File: config.mk
export PLATFORM = sky130hd
export DESIGN_NAME = ai_ram_stream_loader_flat
export DESIGN_NICKNAME = d
export VERILOG_FILES = /design/src/rtl/ai_ram_stream_loader_if.sv /design/src/rtl/ai_ram_stream_loader.sv /design/src/flat_wrapper.sv
export SDC_FILE = /design/constraint.sdc
export NUM_CORES = 1
export LEC_CHECK = 0
export ABC_AREA = 1
export ABC_CLOCK_PERIOD_IN_PS = 3200
export CAP_MARGIN = 30
export CORE_UTILIZATION = 45
export CTS_CLUSTER_DIAMETER = 200
export DETAILED_ROUTE_END_ITERATION = 8
export DONT_BUFFER_PORTS = 1
export GPL_ROUTABILITY_DRIVEN = 0
export GPL_TIMING_DRIVEN = 0
export PLACE_DENSITY = 0.61
export REMOVE_ABC_BUFFERS = 1
export SYNTH_ARGS = -nofsm -noshare
export SYNTH_HDL_FRONTEND = slang
export SYNTH_SLANG_ARGS = --single-unit
File: constraint.sdc
create_clock -name clk -period 3.2 [get_ports clk]
set_input_delay 0.16 -clock clk [delete_from_list [all_inputs] [get_ports clk]]
set_output_delay 0.16 -clock clk [all_outputs]
set_load 0.01 [all_outputs]
File: src/rtl/ai_ram_stream_loader_if.sv
// ============================================================================
//  Module   : ai_ram_stream_loader_if
//  Purpose  : Command, byte-stream and RAM DMA write-port bundle of the loader.
//  Revision : 1.0
// ============================================================================
`default_nettype none

interface ai_ram_stream_loader_if #(
    parameter int ADDR_W = 14
);
    logic              cmd_start;
    logic [ADDR_W-1:0] cmd_base;
    logic [ADDR_W:0]   cmd_len;
    logic              cmd_abort;
    logic              busy;
    logic              done;
    logic              aborted;
    logic              s_valid;
    logic [7:0]        s_data;
    logic              s_ready;
    logic              core_busy;
    logic              q_write;
    logic [ADDR_W-1:0] q_addr;
    logic [7:0]        q_data;

    // Environment side: issues commands, sources bytes, owns core_busy.
    modport master (
        output cmd_start, cmd_base, cmd_len, cmd_abort,
        output s_valid, s_data, core_busy,
        input  busy, done, aborted, s_ready,
        input  q_write, q_addr, q_data
    );

    // Loader side.
    modport slave (
        input  cmd_start, cmd_base, cmd_len, cmd_abort,
        input  s_valid, s_data, core_busy,
        output busy, done, aborted, s_ready,
        output q_write, q_addr, q_data
    );
endinterface

`default_nettype wire

File: src/rtl/ai_ram_stream_loader.sv
// ============================================================================
//  Module   : ai_ram_stream_loader
//  Purpose  : Buffers a byte stream and writes one frame into the AI RAM
//             sector DMA port, stalling while the AI core owns the port.
//  Revision : 1.0
// ============================================================================
`default_nettype none

module ai_ram_stream_loader #(
    parameter int ADDR_W     = 14,
    parameter int FIFO_DEPTH = 4
) (
    input  logic                   clk,
    input  logic                   rst,
    ai_ram_stream_loader_if.slave  bus
);

    localparam int PTR_W = $clog2(FIFO_DEPTH);

    localparam logic [1:0] c_IDLE   = 2'd0;
    localparam logic [1:0] c_RUN    = 2'd1;
    localparam logic [1:0] c_FINISH = 2'd2;

    localparam logic [PTR_W:0]    c_FIFO_FULL = (PTR_W+1)'(FIFO_DEPTH);
    localparam logic [PTR_W:0]    c_CNT_ONE   = (PTR_W+1)'(1);
    localparam logic [PTR_W-1:0]  c_PTR_ONE   = PTR_W'(1);
    localparam logic [ADDR_W:0]   c_LEN_ONE   = (ADDR_W+1)'(1);
    localparam logic [ADDR_W-1:0] c_ADDR_ONE  = ADDR_W'(1);

    logic [1:0]        state_q, state_d;
    logic [ADDR_W-1:0] addr_q, addr_d;
    logic [ADDR_W:0]   accept_left_q, accept_left_d;
    logic [ADDR_W:0]   write_left_q, write_left_d;
    logic [PTR_W-1:0]  wr_ptr_q, wr_ptr_d;
    logic [PTR_W-1:0]  rd_ptr_q, rd_ptr_d;
    logic [PTR_W:0]    count_q, count_d;
    logic              done_q, done_d;
    logic              aborted_q, aborted_d;
    logic              q_write_q, q_write_d;
    logic [ADDR_W-1:0] q_addr_q, q_addr_d;
    logic [7:0]        q_data_q, q_data_d;
    logic [7:0]        fifo_mem_q [FIFO_DEPTH];

    logic w_s_ready;
    logic w_push;
    logic w_pop;
    logic w_abort;

    // Ready uses the registered count, so a push never meets a pop on a full FIFO;
    // a pop needs a registered non-empty FIFO, so there is no same-cycle bypass.
    always_comb begin
        w_s_ready = (state_q == c_RUN) && (count_q != c_FIFO_FULL) && (accept_left_q != '0);
        w_push    = bus.s_valid && w_s_ready;
        w_pop     = (state_q == c_RUN) && (count_q != '0) && !bus.core_busy;
        w_abort   = bus.cmd_abort && (state_q != c_IDLE);
    end

    always_comb begin
        state_d       = state_q;
        addr_d        = addr_q;
        accept_left_d = accept_left_q;
        write_left_d  = write_left_q;
        wr_ptr_d      = wr_ptr_q;
        rd_ptr_d      = rd_ptr_q;
        count_d       = count_q;
        done_d        = 1'b0;
        aborted_d     = 1'b0;
        q_write_d     = 1'b0;
        q_addr_d      = q_addr_q;
        q_data_d      = q_data_q;

        if (w_push) begin
            wr_ptr_d      = wr_ptr_q + c_PTR_ONE;
            accept_left_d = accept_left_q - c_LEN_ONE;
        end

        if (w_pop) begin
            rd_ptr_d     = rd_ptr_q + c_PTR_ONE;
            q_write_d    = 1'b1;
            q_addr_d     = addr_q;
            q_data_d     = fifo_mem_q[rd_ptr_q];
            addr_d       = addr_q + c_ADDR_ONE;
            write_left_d = write_left_q - c_LEN_ONE;
        end

        case ({w_push, w_pop})
            2'b10:   count_d = count_q + c_CNT_ONE;
            2'b01:   count_d = count_q - c_CNT_ONE;
            default: count_d = count_q;
        endcase

        case (state_q)
            c_IDLE: begin
                if (bus.cmd_start) begin
                    if (bus.cmd_len != '0) begin
                        state_d       = c_RUN;
                        addr_d        = bus.cmd_base;
                        accept_left_d = bus.cmd_len;
                        write_left_d  = bus.cmd_len;
                    end else begin
                        done_d = 1'b1;
                    end
                end
            end
            c_RUN: begin
                // done is registered so it lines up with the final q_write.
                if (w_pop && (write_left_q == c_LEN_ONE)) begin
                    state_d = c_FINISH;
                    done_d  = 1'b1;
                end
            end
            c_FINISH: state_d = c_IDLE;
            default:  state_d = c_IDLE;
        endcase

        // Abort overrides everything above, including a done about to be raised.
        if (w_abort) begin
            state_d       = c_IDLE;
            wr_ptr_d      = '0;
            rd_ptr_d      = '0;
            count_d       = '0;
            accept_left_d = '0;
            write_left_d  = '0;
            q_write_d     = 1'b0;
            done_d        = 1'b0;
            aborted_d     = 1'b1;
        end
    end

    always_ff @(posedge clk) begin
        if (rst) begin
            state_q       <= c_IDLE;
            addr_q        <= '0;
            accept_left_q <= '0;
            write_left_q  <= '0;
            wr_ptr_q      <= '0;
            rd_ptr_q      <= '0;
            count_q       <= '0;
            done_q        <= 1'b0;
            aborted_q     <= 1'b0;
            q_write_q     <= 1'b0;
            q_addr_q      <= '0;
            q_data_q      <= '0;
        end else begin
            state_q       <= state_d;
            addr_q        <= addr_d;
            accept_left_q <= accept_left_d;
            write_left_q  <= write_left_d;
            wr_ptr_q      <= wr_ptr_d;
            rd_ptr_q      <= rd_ptr_d;
            count_q       <= count_d;
            done_q        <= done_d;
            aborted_q     <= aborted_d;
            q_write_q     <= q_write_d;
            q_addr_q      <= q_addr_d;
            q_data_q      <= q_data_d;
        end
    end

    // Storage needs no reset: the pointers and count define what is valid.
    always_ff @(posedge clk) begin
        if (w_push) begin
            fifo_mem_q[wr_ptr_q] <= bus.s_data;
        end
    end

    assign bus.s_ready = w_s_ready;
    assign bus.busy    = (state_q != c_IDLE);
    assign bus.done    = done_q;
    assign bus.aborted = aborted_q;
    assign bus.q_write = q_write_q;
    assign bus.q_addr  = q_addr_q;
    assign bus.q_data  = q_data_q;

endmodule

`default_nettype wire

File: src/flat_wrapper.sv
// flat-port wrapper written by rule: the top's interface ports become plain ports
module ai_ram_stream_loader_flat 
#(
    parameter int ADDR_W     = 14,
    parameter int FIFO_DEPTH = 4
)
  (clk, rst, bus_cmd_start, bus_cmd_base, bus_cmd_len, bus_cmd_abort, bus_s_valid, bus_s_data, bus_core_busy, bus_busy, bus_done, bus_aborted, bus_s_ready, bus_q_write, bus_q_addr, bus_q_data);
  ai_ram_stream_loader_if #(.ADDR_W(ADDR_W)) bus_i ();
  input  logic clk;
  input  logic rst;
  input wire logic [$bits(bus_i.cmd_start)-1:0] bus_cmd_start;
  input wire logic [$bits(bus_i.cmd_base)-1:0] bus_cmd_base;
  input wire logic [$bits(bus_i.cmd_len)-1:0] bus_cmd_len;
  input wire logic [$bits(bus_i.cmd_abort)-1:0] bus_cmd_abort;
  input wire logic [$bits(bus_i.s_valid)-1:0] bus_s_valid;
  input wire logic [$bits(bus_i.s_data)-1:0] bus_s_data;
  input wire logic [$bits(bus_i.core_busy)-1:0] bus_core_busy;
  output wire logic [$bits(bus_i.busy)-1:0] bus_busy;
  output wire logic [$bits(bus_i.done)-1:0] bus_done;
  output wire logic [$bits(bus_i.aborted)-1:0] bus_aborted;
  output wire logic [$bits(bus_i.s_ready)-1:0] bus_s_ready;
  output wire logic [$bits(bus_i.q_write)-1:0] bus_q_write;
  output wire logic [$bits(bus_i.q_addr)-1:0] bus_q_addr;
  output wire logic [$bits(bus_i.q_data)-1:0] bus_q_data;
  assign bus_i.cmd_start = bus_cmd_start;
  assign bus_i.cmd_base = bus_cmd_base;
  assign bus_i.cmd_len = bus_cmd_len;
  assign bus_i.cmd_abort = bus_cmd_abort;
  assign bus_i.s_valid = bus_s_valid;
  assign bus_i.s_data = bus_s_data;
  assign bus_i.core_busy = bus_core_busy;
  assign bus_busy = bus_i.busy;
  assign bus_done = bus_i.done;
  assign bus_aborted = bus_i.aborted;
  assign bus_s_ready = bus_i.s_ready;
  assign bus_q_write = bus_i.q_write;
  assign bus_q_addr = bus_i.q_addr;
  assign bus_q_data = bus_i.q_data;
  ai_ram_stream_loader #(.ADDR_W(ADDR_W), .FIFO_DEPTH(FIFO_DEPTH)) u_core (.clk(clk), .rst(rst), .bus(bus_i));
endmodule
**Word level (Yosys, flattened, before mapping)**

Memory sizes are Yosys's and may differ from the RTL's. A register that Yosys moved wholly into a read port is not among the register bits.
Index checks and enable logic that the tools add are counted.
W data, S select, Z words.

- Div/mod/pow operators: 0
- Multipliers: 0
- Mux-type cells: 25
- Reduce and logical (&&, ||, !) cells: 16
- Equality and inequality tests: 8
- Shift operators: 0
- $lt $le $gt $ge: 0
- Bitwise logic cells: 0
- Add/sub/neg operators: 7

Operators with widths:

| kind | count |
|---|---|
| $mux W15 | 8 |
| $mux W14 | 4 |
| $reduce_bool A15 Y1 | 2 |
| $sub A15 B1 Y15 const B | 2 |
| $eq A15 B1 Y1 const B | 1 |
| $add A14 B1 Y14 const B | 1 |
| $logic_and A1 B1 Y1 | 7 |
| $mux W1 | 7 |
| $mux W2 | 3 |
| $pmux W3 S2 | 1 |
| $add A2 B1 Y2 const B | 2 |
| $eq A2 B1 Y1 const B | 2 |
| $ne A2 B2 Y1 const B | 2 |
| $pmux W2 S2 | 1 |
| $reduce_bool A2 Y1 | 2 |
| $add A3 B1 Y3 const B | 1 |
| $ne A3 B3 Y1 const B | 1 |
| $reduce_and A3 Y1 | 1 |
| $reduce_bool A3 Y1 | 1 |
| $sub A3 B1 Y3 const B | 1 |
| $eq A2 B2 Y1 const B | 1 |
| $logic_not A2 Y1 | 1 |
| $ne A2 B1 Y1 const B | 1 |
| $pmux W1 S2 | 1 |
| other kinds (2) | 2 |

- Latch bits: 0
- Bits in writable memories: 32
- Input port bits: 43
- Bits in read-only memories: 0
- Logic and storage cells: 68
- Flip-flop bits (word level): 70
- Output and inout port bits: 27
- Memories kept: 1

Memories:

| memory | depth | width | rd ports | clocked after Yosys merged registers in | wr ports | line | text |
|---|---|---|---|---|---|---|---|
| u_core.fifo_mem_q | 4 | 8 | 1 | 1 | 1 | ai_ram_stream_loader.sv:42 | `logic [7:0] fifo_mem_q [FIFO_DEPTH];` |

**Depth between registers and ports, before layout**

Gate-level depths: netlist of the first run.

- Word-level depth: 8
- Mapped depth: 14
- Gate-level depth less buffers: 13

**Least setup slack after synthesis of the first run**

OpenSTA, ideal clock, no wires.

- Path kind: reg2reg
- Start: register u_core.accept_left_q[0]
- End: register u_core.count_q[2]
- Arrival time: 2.101 ns
- Data required time: 3.078 ns
- Period minus slack after synthesis: 2.223 ns
- Path slack: 0.977 ns
- Buffers on the path: 1
- Cell stages (with the launch flop): 15
- Library setup time: 0.122 ns
- Cells stage by stage: dfxtp_1 > inv_1 > ha_1 > nand2_2 > nor2_1 > nand2_2 > nand3_4 > buf_6 > ha_1 > inv_1 > fa_1 > a21oi_1 > o21ai_0 > o21ai_0 > a21oi_1

- Cells in the longest elaborated chain, start to end: 5
- Elaborated cells between the ends (all ways): 7
- Classes of those cells: eq/ne: 2; mux: 1; reduce/logical: 4

RTL lines:

| element | line | text |
|---|---|---|
| start: declaration | ai_ram_stream_loader.sv:32 | `logic [ADDR_W:0] accept_left_q, accept_left_d;` |
| start signal: assignment | ai_ram_stream_loader.sv:147 | `accept_left_q <= accept_left_d;` |
| $reduce_bool A15 Y1 * | ai_ram_stream_loader.sv:52 | `w_s_ready = (state_q == c_RUN) && (count_q != c_FIFO_FULL) && (accept_left_q != '0);` |
| $logic_and A1 B1 Y1 * | ai_ram_stream_loader.sv:52 |  |
| $logic_and A1 B1 Y1 * | ai_ram_stream_loader.sv:53 | `w_push = bus.s_valid && w_s_ready;` |
| $eq A2 B1 Y1 or $eq A2 B2 Y1 (tied branches) | ai_ram_stream_loader.sv:86 | `case ({w_push, w_pop})` |
| $pmux W3 S2 or $reduce_bool A2 Y1 (tied branches) | -- |  |
| end signal: assignment | ai_ram_stream_loader.sv:151 | `count_q <= count_d;` |
| end: declaration | ai_ram_stream_loader.sv:36 | `logic [PTR_W:0] count_q, count_d;` |

Every way passes the cells marked *; elsewhere a longest branch is shown, timed or not.
A chain may end at the register's enable or synchronous reset.

**Final worst setup path of the first run**

- Start: register u_core.state_q[1]
- End: register u_core.count_q[2]

- Cells in the longest elaborated chain, start to end: 6
- Elaborated cells between the ends (all ways): 13
- Classes of those cells: eq/ne: 3; mux: 1; reduce/logical: 9

RTL lines:

| element | line | text |
|---|---|---|
| start: declaration | ai_ram_stream_loader.sv:30 | `logic [1:0] state_q, state_d;` |
| start signal: assignment | ai_ram_stream_loader.sv:132 | `state_q <= c_IDLE;` |
| start signal: assignment | ai_ram_stream_loader.sv:145 | `state_q <= state_d;` |
| $eq A2 B1 Y1 | ai_ram_stream_loader.sv:52, ai_ram_stream_loader.sv:54 |  |
| $logic_and A1 B1 Y1 (2 in a row) | ai_ram_stream_loader.sv:52 |  |
| $logic_and A1 B1 Y1 | ai_ram_stream_loader.sv:53 |  |
| $eq A2 B1 Y1 or $eq A2 B2 Y1 (tied branches) | ai_ram_stream_loader.sv:86 |  |
| $pmux W3 S2 or $reduce_bool A2 Y1 (tied branches) | -- |  |

Parallel ways exist; a longest one is shown, timed or not.

==> reports/qor.txt, run 1 <==
Status: finished, final reports clean
RSZ-0062 raised after global routing: no
WHS Path Cells: 2
Mapped Cells: 666
Total grt overflow: 0
Register area share after synthesis: 0.4764
Number of global-route vias before repair: 3945
Final setup fails: 0
Fin. Hold Viols: 0
Period minus WS final: 2.878 ns
Fillers: 1137
Clk_lat worst skew: 0.34 ns
R2R cell count: 12
DRT Wirelength: 11240 um
Fraction of registers with async set/reset: 0
Initial core utilization: 0.4637
Largest net degree at the start of global routing: 57
Sink Count: 110
Netlist cell types: 39
Ys flop type: dfxtp_1
Layout area overhead: 8.554%
Share of layout cells above drive strength 1: 0.06548
I/O Pins: 70
Global Route Usage Sum: 0.1913
Flops & latches, synth: 110
CORE AREA: 0.01142 sq mm
Antenna Cells: 0
Worst min path class: in -> reg
Hold path start: bus_cmd_len[14]
Slew @ Worst Pin: 0.9051 ns
Total power: 3.116 mW
Row cnt: 39
Die X: 110.5 um
Worst EP required: 3.43 ns
First-pass GRT wire length: 18910 um
Design Area, Final: 0.005748 sq mm
# hold bufs at CTS: 12
Synth top area share: 0.2949
Area after DPL: 0.005363 sq mm
R2R Path End: u_core.count_q[2]$_SDFFE_PP0P_
Max-slew violations: 0
Lkg Pwr: 2.432 nW
Clock Skew: 0.006512 ns
Final period util: 0.8995
PwrDens: 542.1 mW/mm^2
PortBufs: 0
Worst R2R Start: u_core.state_q[1]$_SDFFE_PP0P_
Setup crit start kind: register
Root Buffer: clkbuf_16
WHS Endpoint: u_core.write_left_q[14]$_SDFF_PP0_
Residual DRC: 0
Die Footprint: 0.01220 sq mm
Maximum VDD drop: 0.0002654 V
Antenna violations before repair: 0
Avg WL per Cell: 13.79 um
CP Max Fanout: 51
H-tree Lvls: 3
Mean Syn Cell Area: 7.951 sq um
CTS tree: built
Antenna viol nets, final: 0
Area of the mapped netlist: 0.005295 sq mm
Vias/cell: 5.134
Cts bufs inserted: 9
Worst setup EP type: register
Worst Path Class, Setup: reg -> reg
Dominant cells by area after synthesis: dfxtp_1 29%, edfxtp_1 18%, nor2_1 8.0%
Post-synth EDFFs: 32
Post-synth top area cell: dfxtp_1
Nets: 722
Final core occ: 0.5034
Clk buf depth: 2
Post-CTS setup buffer count: 0
Fmax achieved: 347.4 MHz
DR iter-0 viols: 241
Relative slew margins: 0.3944
Vias post-DR: 4184
Setup TNS: 0 ns
Worst Path Arrival: 3.11 ns
Synth Warn #: 0
DP HPWL: 7724 um
Die height: 110.5 um
1st-pass router iterations: 5
Worst R2R Setup Slack: 0.32 ns
CTS clock-pin slew for the worst setup and hold paths: 0.07 ns
Max Cap Viol: 0
Post-CTS sizing: 0
[per-stage QoR]
stage / worst slack, ns / hold WS [ns] / cells
after CTS: 0.3241 / 0.009742 / 815
after global routing: 0.08932 / 0.02967 / 815
after global placement: 0.2391 / 0.2317 / 785
final: 0.3217 / 0.01476 / 815
after floorplan: 0.8432 / 0.2291 / 642
after detailed placement: 0.3305 / 0.2330 / 787
[state kept, by name, summed over array words and instances, names as in the netlist, 2 cells and up]
signal                count
u_core.addr_q            14
u_core.state_q            2
u_core.bus.q_addr        14
u_core.write_left_q      15
u_core.accept_left_q     15
u_core.wr_ptr_q           2
u_core.rd_ptr_q           2
u_core.bus.q_data         8
u_core.count_q            3
u_core.fifo_mem_q        32
[synthesized netlist by cell type (6+ instances only)]
cell	number
nand3_1	23
edfxtp_1	32
buf_2	11
nor3_1	8
dfxtp_1	78
ha_1	11
a21oi_1	30
clkbuf_1	6
xnor2_1	10
nand2_2	6
nand2_1	81
nor2_1	113
o211ai_1	7
nand4_1	10
o21ai_0	77
xor2_1	12
o21ai_1	7
inv_1	87
o21bai_1	9
a31oi_1	9
nor2_2	7
[report_power, final]
group | leakage (nW) | internal, mW | switching [mW]
clock | 0.134 | 0.523 | 0.493
combinational | 1.37 | 0.183 | 0.326
sequential | 0.928 | 1.52 | 0.0734
total | 2.43 | 2.22 | 0.892
[cell families after synthesis]
logic type,after synthesis,share of synthesized area
AOI/OAI and AO/OA,143,0.1472
xor gates and xnor gates,22,0.03639
adders and majority gates,12,0.02977
buffers and inverters,119,0.09452
DFF,110,0.4764
and+or+nand+nor,260,0.2157
[worst max path at each step]
stage | start | endpoint | slack (ns) | depth (start not counted)
global route | u_core.count_q[0]$_SDFFE_PP0P_ | u_core.count_q[2]$_SDFFE_PP0P_ | 0.09 | 11
CTS | u_core.state_q[1]$_SDFFE_PP0P_ | u_core.count_q[2]$_SDFFE_PP0P_ | 0.32 | 12
finish | u_core.state_q[1]$_SDFFE_PP0P_ | u_core.count_q[2]$_SDFFE_PP0P_ | 0.32 | 12
detailed placement | u_core.state_q[1]$_SDFFE_PP0P_ | u_core.count_q[2]$_SDFFE_PP0P_ | 0.33 | 12
global placement | bus_cmd_len[7] | u_core.write_left_q[1]$_SDFF_PP0_ | 0.24 | 8
floorplan | u_core.state_q[1]$_SDFFE_PP0P_ | u_core.count_q[2]$_SDFFE_PP0P_ | 0.84 | 12
[layer usage]
| metal | vias up | track usage | wire [um] |
|---|---|---|---|
| li1 | 2166 | - | - |
| met1 | 1935 | 0.2517 | 5362 |
| met2 | 71 | 0.3193 | 5249 |
| met3 | 12 | 0.03293 | 469 |
| met4 | 0 | 0.06133 | 155 |
| met5 | - | 0 | 0 |
[worst max-delay path, cell delays in order (launching register included)]
cell and delay, ns:
dfxtp_1 0.34, inv_2 0.07, nand2_2 0.07, nor2_2 0.09, nand2_2 0.29, inv_2 0.72, ha_1 0.26, inv_1 0.07
fa_1 0.38, a21oi_1 0.14, o21ai_0 0.11, o21ai_0 0.16, a21oi_1 0.06
[final cells by class]
cell class / instances / area (sq um) / area share
timing repair buffer: 14 / 147.6 / 0.02569
sequential: 110 / 2522 / 0.4388
multi-input combinational: 437 / 2275 / 0.3957
tap: 143 / 178.9 / 0.03113
inverter: 95 / 359.1 / 0.06247
clock buffer: 9 / 225.2 / 0.03918
clock inverter: 7 / 40.04 / 0.006966
[cell usage in the layout, fill, tap and decap left out, drive strengths merged, types with 10 or more instances in the layout]
cell type / Yosys / final
a21oi: 31 / 31
dfxtp: 78 / 78
dlygate4sd3: 0 / 12
edfxtp: 32 / 32
ha: 11 / 11
inv: 92 / 93
nand2: 87 / 87
nand3: 25 / 25
nand4: 10 / 10
nor2: 121 / 121
nor3: 11 / 11
o21ai: 84 / 84
xnor2: 10 / 10
xor2: 12 / 12
(Power assumes the default switching activity.)
==> run 2, diff against run 1 <==
Settings changed: ABC_AREA 1 to default, PLACE_DENSITY 0.61 to 0.63.
==> run 2 against run 1 <==
Compared with the run above: combinational power down 34%; routed wire length fell by 8.2%; maximum frequency increased by 1.3%; critical path type unchanged; critical path depth rose by 1; sequential share of layout area rose by 2.1 points; largest power group unchanged; sequential power hardly changed; first-iteration DRC count fell by 13%; sequential cell count unchanged; highest routed layer unchanged.
==> reports/qor.txt, run 2 <==
Die X: 105.6 um
Fin. Hold Viols: 0
Netlist cell types: 45
Antenna viol nets, final: 0
Clk buf depth: 2
Worst R2R Start: u_core.accept_left_q[0]$_SDFF_PP0_
Post-synth top area cell: dfxtp_1
Slew @ Worst Pin: 0.9697 ns
Critical path's slowest cell: fa_1
Row cnt: 37
1st-pass router iterations: 4
Fmax achieved: 351.8 MHz
RSZ-0062 raised after global routing: no
Top delay family on crit path: adder cells
Worst Path Class, Setup: reg -> reg
Global Route Usage Sum: 0.1946
Setup TNS: 0 ns
Worst R2R Setup Slack: 0.36 ns
Layout area overhead: 13.41%
Crit-path max cell delay: 0.38 ns
Die height: 105.6 um
CTS clock-pin slew for the worst setup and hold paths: 0.11 ns
Fillers: 950
Number of global-route vias before repair: 3333
Final period util: 0.8883
Cell Count Post-Placement: 603
Final core occ: 0.5285
CORE AREA: 0.01037 sq mm
First-pass GRT wire length: 16670 um
Antenna violations before repair: 0
Largest net degree at the start of global routing: 39
Initial core utilization: 0.4660
Flops & latches, synth: 110
Worst setup endpoint: u_core.count_q[2]$_SDFFE_PP0P_
Worst EP required: 3.46 ns
Lkg Pwr: 1.804 nW
R2R cell count: 13
Synth Warn #: 0
Maximum VDD drop: 0.0002679 V
Cts bufs inserted: 9
Worst setup EP type: register
Biggest regs: u_core.fifo_mem_q x32, u_core.accept_left_q x15, u_core.write_left_q x15
Final setup fails: 0
Clk_lat worst skew: 0.38 ns
Crit-path cells: inv_1 > ha_1 > nor3b_4 > nand4_1 > o21a_2 > inv_1 > ha_1 > inv_1 > fa_1 > xor2_1 > nor2_1 > xnor2_1 > nor2_1
Fraction of registers with async set/reset: 0
Register area share after synthesis: 0.5220
Clock Skew: 0.01261 ns
Most frequent cells in the layout: 78 x dfxtp_1, 63 x nand2_1, 51 x a21oi_1
Dominant cells by area after synthesis: dfxtp_1 32%, edfxtp_1 20%, a21oi_1 5.3%
PwrDens: 496.3 mW/mm^2
Design Area, Final: 0.005480 sq mm
PortBufs: 0
Vias/cell: 5.439
DP HPWL: 7024 um
Period minus WS final: 2.842 ns
Setup crit start kind: register
Mean Syn Cell Area: 9.943 sq um
R2R Path End: u_core.count_q[2]$_SDFFE_PP0P_
Synth top area share: 0.3231
Top-count cell post-synth: dfxtp_1
Total grt overflow: 0
Critical Path Most Common Cell: inv_1
DR iter-0 viols: 209
Post-synth EDFFs: 32
Nets: 561
Status: finished, final reports clean
CP Max Fanout: 15
Root Buffer: clkbuf_8
Area after DPL: 0.004982 sq mm
Area of the multi-input gates: 0.002192 sq mm
Most common cell after layout, fill and taps aside: dfxtp_1
CTS tree: built
Area of the mapped netlist: 0.004832 sq mm
Die Footprint: 0.01116 sq mm
Max-slew violations: 0
Avg WL per Cell: 15.95 um
Vias post-DR: 3519
Reg with most FFs: u_core.fifo_mem_q
Sink Count: 110
DRT Wirelength: 10320 um
Mapped Cells: 486
H-tree Lvls: 3
Share of layout cells above drive strength 1: 0.07828
Max Cap Viol: 0
Final worst slack: 0.3576 ns
Crit path depth: 13
Antenna Cells: 0
Synth top cells by count: 78 x dfxtp_1, 64 x nand2_1, 51 x a21oi_1, 39 x nor2_1, 32 x edfxtp_1
Largest register FFs: 32
Residual DRC: 0
Critical Path Start: u_core.accept_left_q[0]$_SDFF_PP0_
Critical path buffers and inverters: 3
Worst min path class: in -> reg
Sequential cell area: 0.002522 sq mm
Finished Layout Cells: 647
Relative slew margins: 0.3485
Worst Path Arrival: 3.10 ns
I/O Pins: 70
Ys flop type: dfxtp_1
Worst slack at placement: -0.1795 ns
run 2: changes by cell type after synthesis, sizes merged, moves of 12 or more:
| cell | change |
|---|---|
| nor2 | -82 |
| inv | -79 |
| o21ai | -67 |
| nand2 | -23 |
| a21oi | +20 |
| buf | -16 |
| a211oi | +15 |
| xor2 | +14 |
| clkbuf | +13 |
| nand3 | -12 |
run 2: where the power goes:
group	internal (mW)	switching [mW]
clock	0.306	0.517
sequential	1.50	0.0670
combinational	0.146	0.188
total	1.95	0.771
run 2: kinds of logic (layout without fill, tap and decap cells):
| group | count (synthesis) | count (layout) | synth area share |
|---|---|---|---|
| compound gates | 93 | 93 | 0.1121 |
| simple gates | 186 | 186 | 0.1924 |
| mux | 8 | 8 | 0.03729 |
| buf+inv | 35 | 60 | 0.02745 |
| fa+ha+maj | 12 | 12 | 0.03263 |
| xor+xnor | 42 | 42 | 0.07613 |
| flops | 110 | 110 | 0.5220 |
run 2: stage by stage:
step / power (mW) / hold WS, ns
6_report: 2.720 / 0.03904
5_1_grt: 2.852 / 0.04298
4_1_cts: 2.749 / 0.01845
3_5_place_dp: 1.877 / 0.2346
3_3_place_gp: 1.862 / 0.2327
2_1_floorplan: 1.798 / 0.2246
run 2: worst min-delay path by stage:
stage | startpoint | to | slack [ns] | cells past startpoint
floorplan | rst | u_core.addr_q[12]$_SDFF_PP0_ | 0.22 | 1
global placement | rst | u_core.bus.q_addr[6]$_SDFFE_PP0N_ | 0.23 | 1
detailed placement | rst | u_core.addr_q[13]$_SDFF_PP0_ | 0.23 | 1
CTS | bus_cmd_len[6] | u_core.write_left_q[6]$_SDFF_PP0_ | 0.02 | 2
global route | rst | u_core.addr_q[12]$_SDFF_PP0_ | 0.04 | 2
finish | bus_cmd_len[1] | u_core.accept_left_q[1]$_SDFF_PP0_ | 0.04 | 2
run 2: final cells by class:
type                            count  area share
Clock inverter                      7     0.01324
Inverter                           14     0.01027
Sequential cell                   110      0.4603
Timing Repair Buffer               30     0.06256
Clock buffer                        9     0.02260
Tap cell                          136     0.03105
Multi-Input combinational cell    341      0.4000
run 2: routing by layer:
| layer | share of wire | wire, um | global-route usage |
|---|---|---|---|
| met1 | 0.46 | 4767 | 0.2553 |
| met3 | 0.049 | 504 | 0.04453 |
| met4 | 0.016 | 165 | 0.07937 |
| met5 | 0 | 0 | 0 |
| met2 | 0.47 | 4882 | 0.3106 |
run 2: timing repair:
| item | CTS | global route |
|---|---|---|
| gates resized for setup | 1 | 3 |
| endpoints found under the hold margin | 72 | 0 |
| hold buffers | 27 | 0 |
| buffers inserted | 1 | 0 |
| endpoints found under the setup margin | 2 | 2 |
| pin swaps | 1 | 0 |
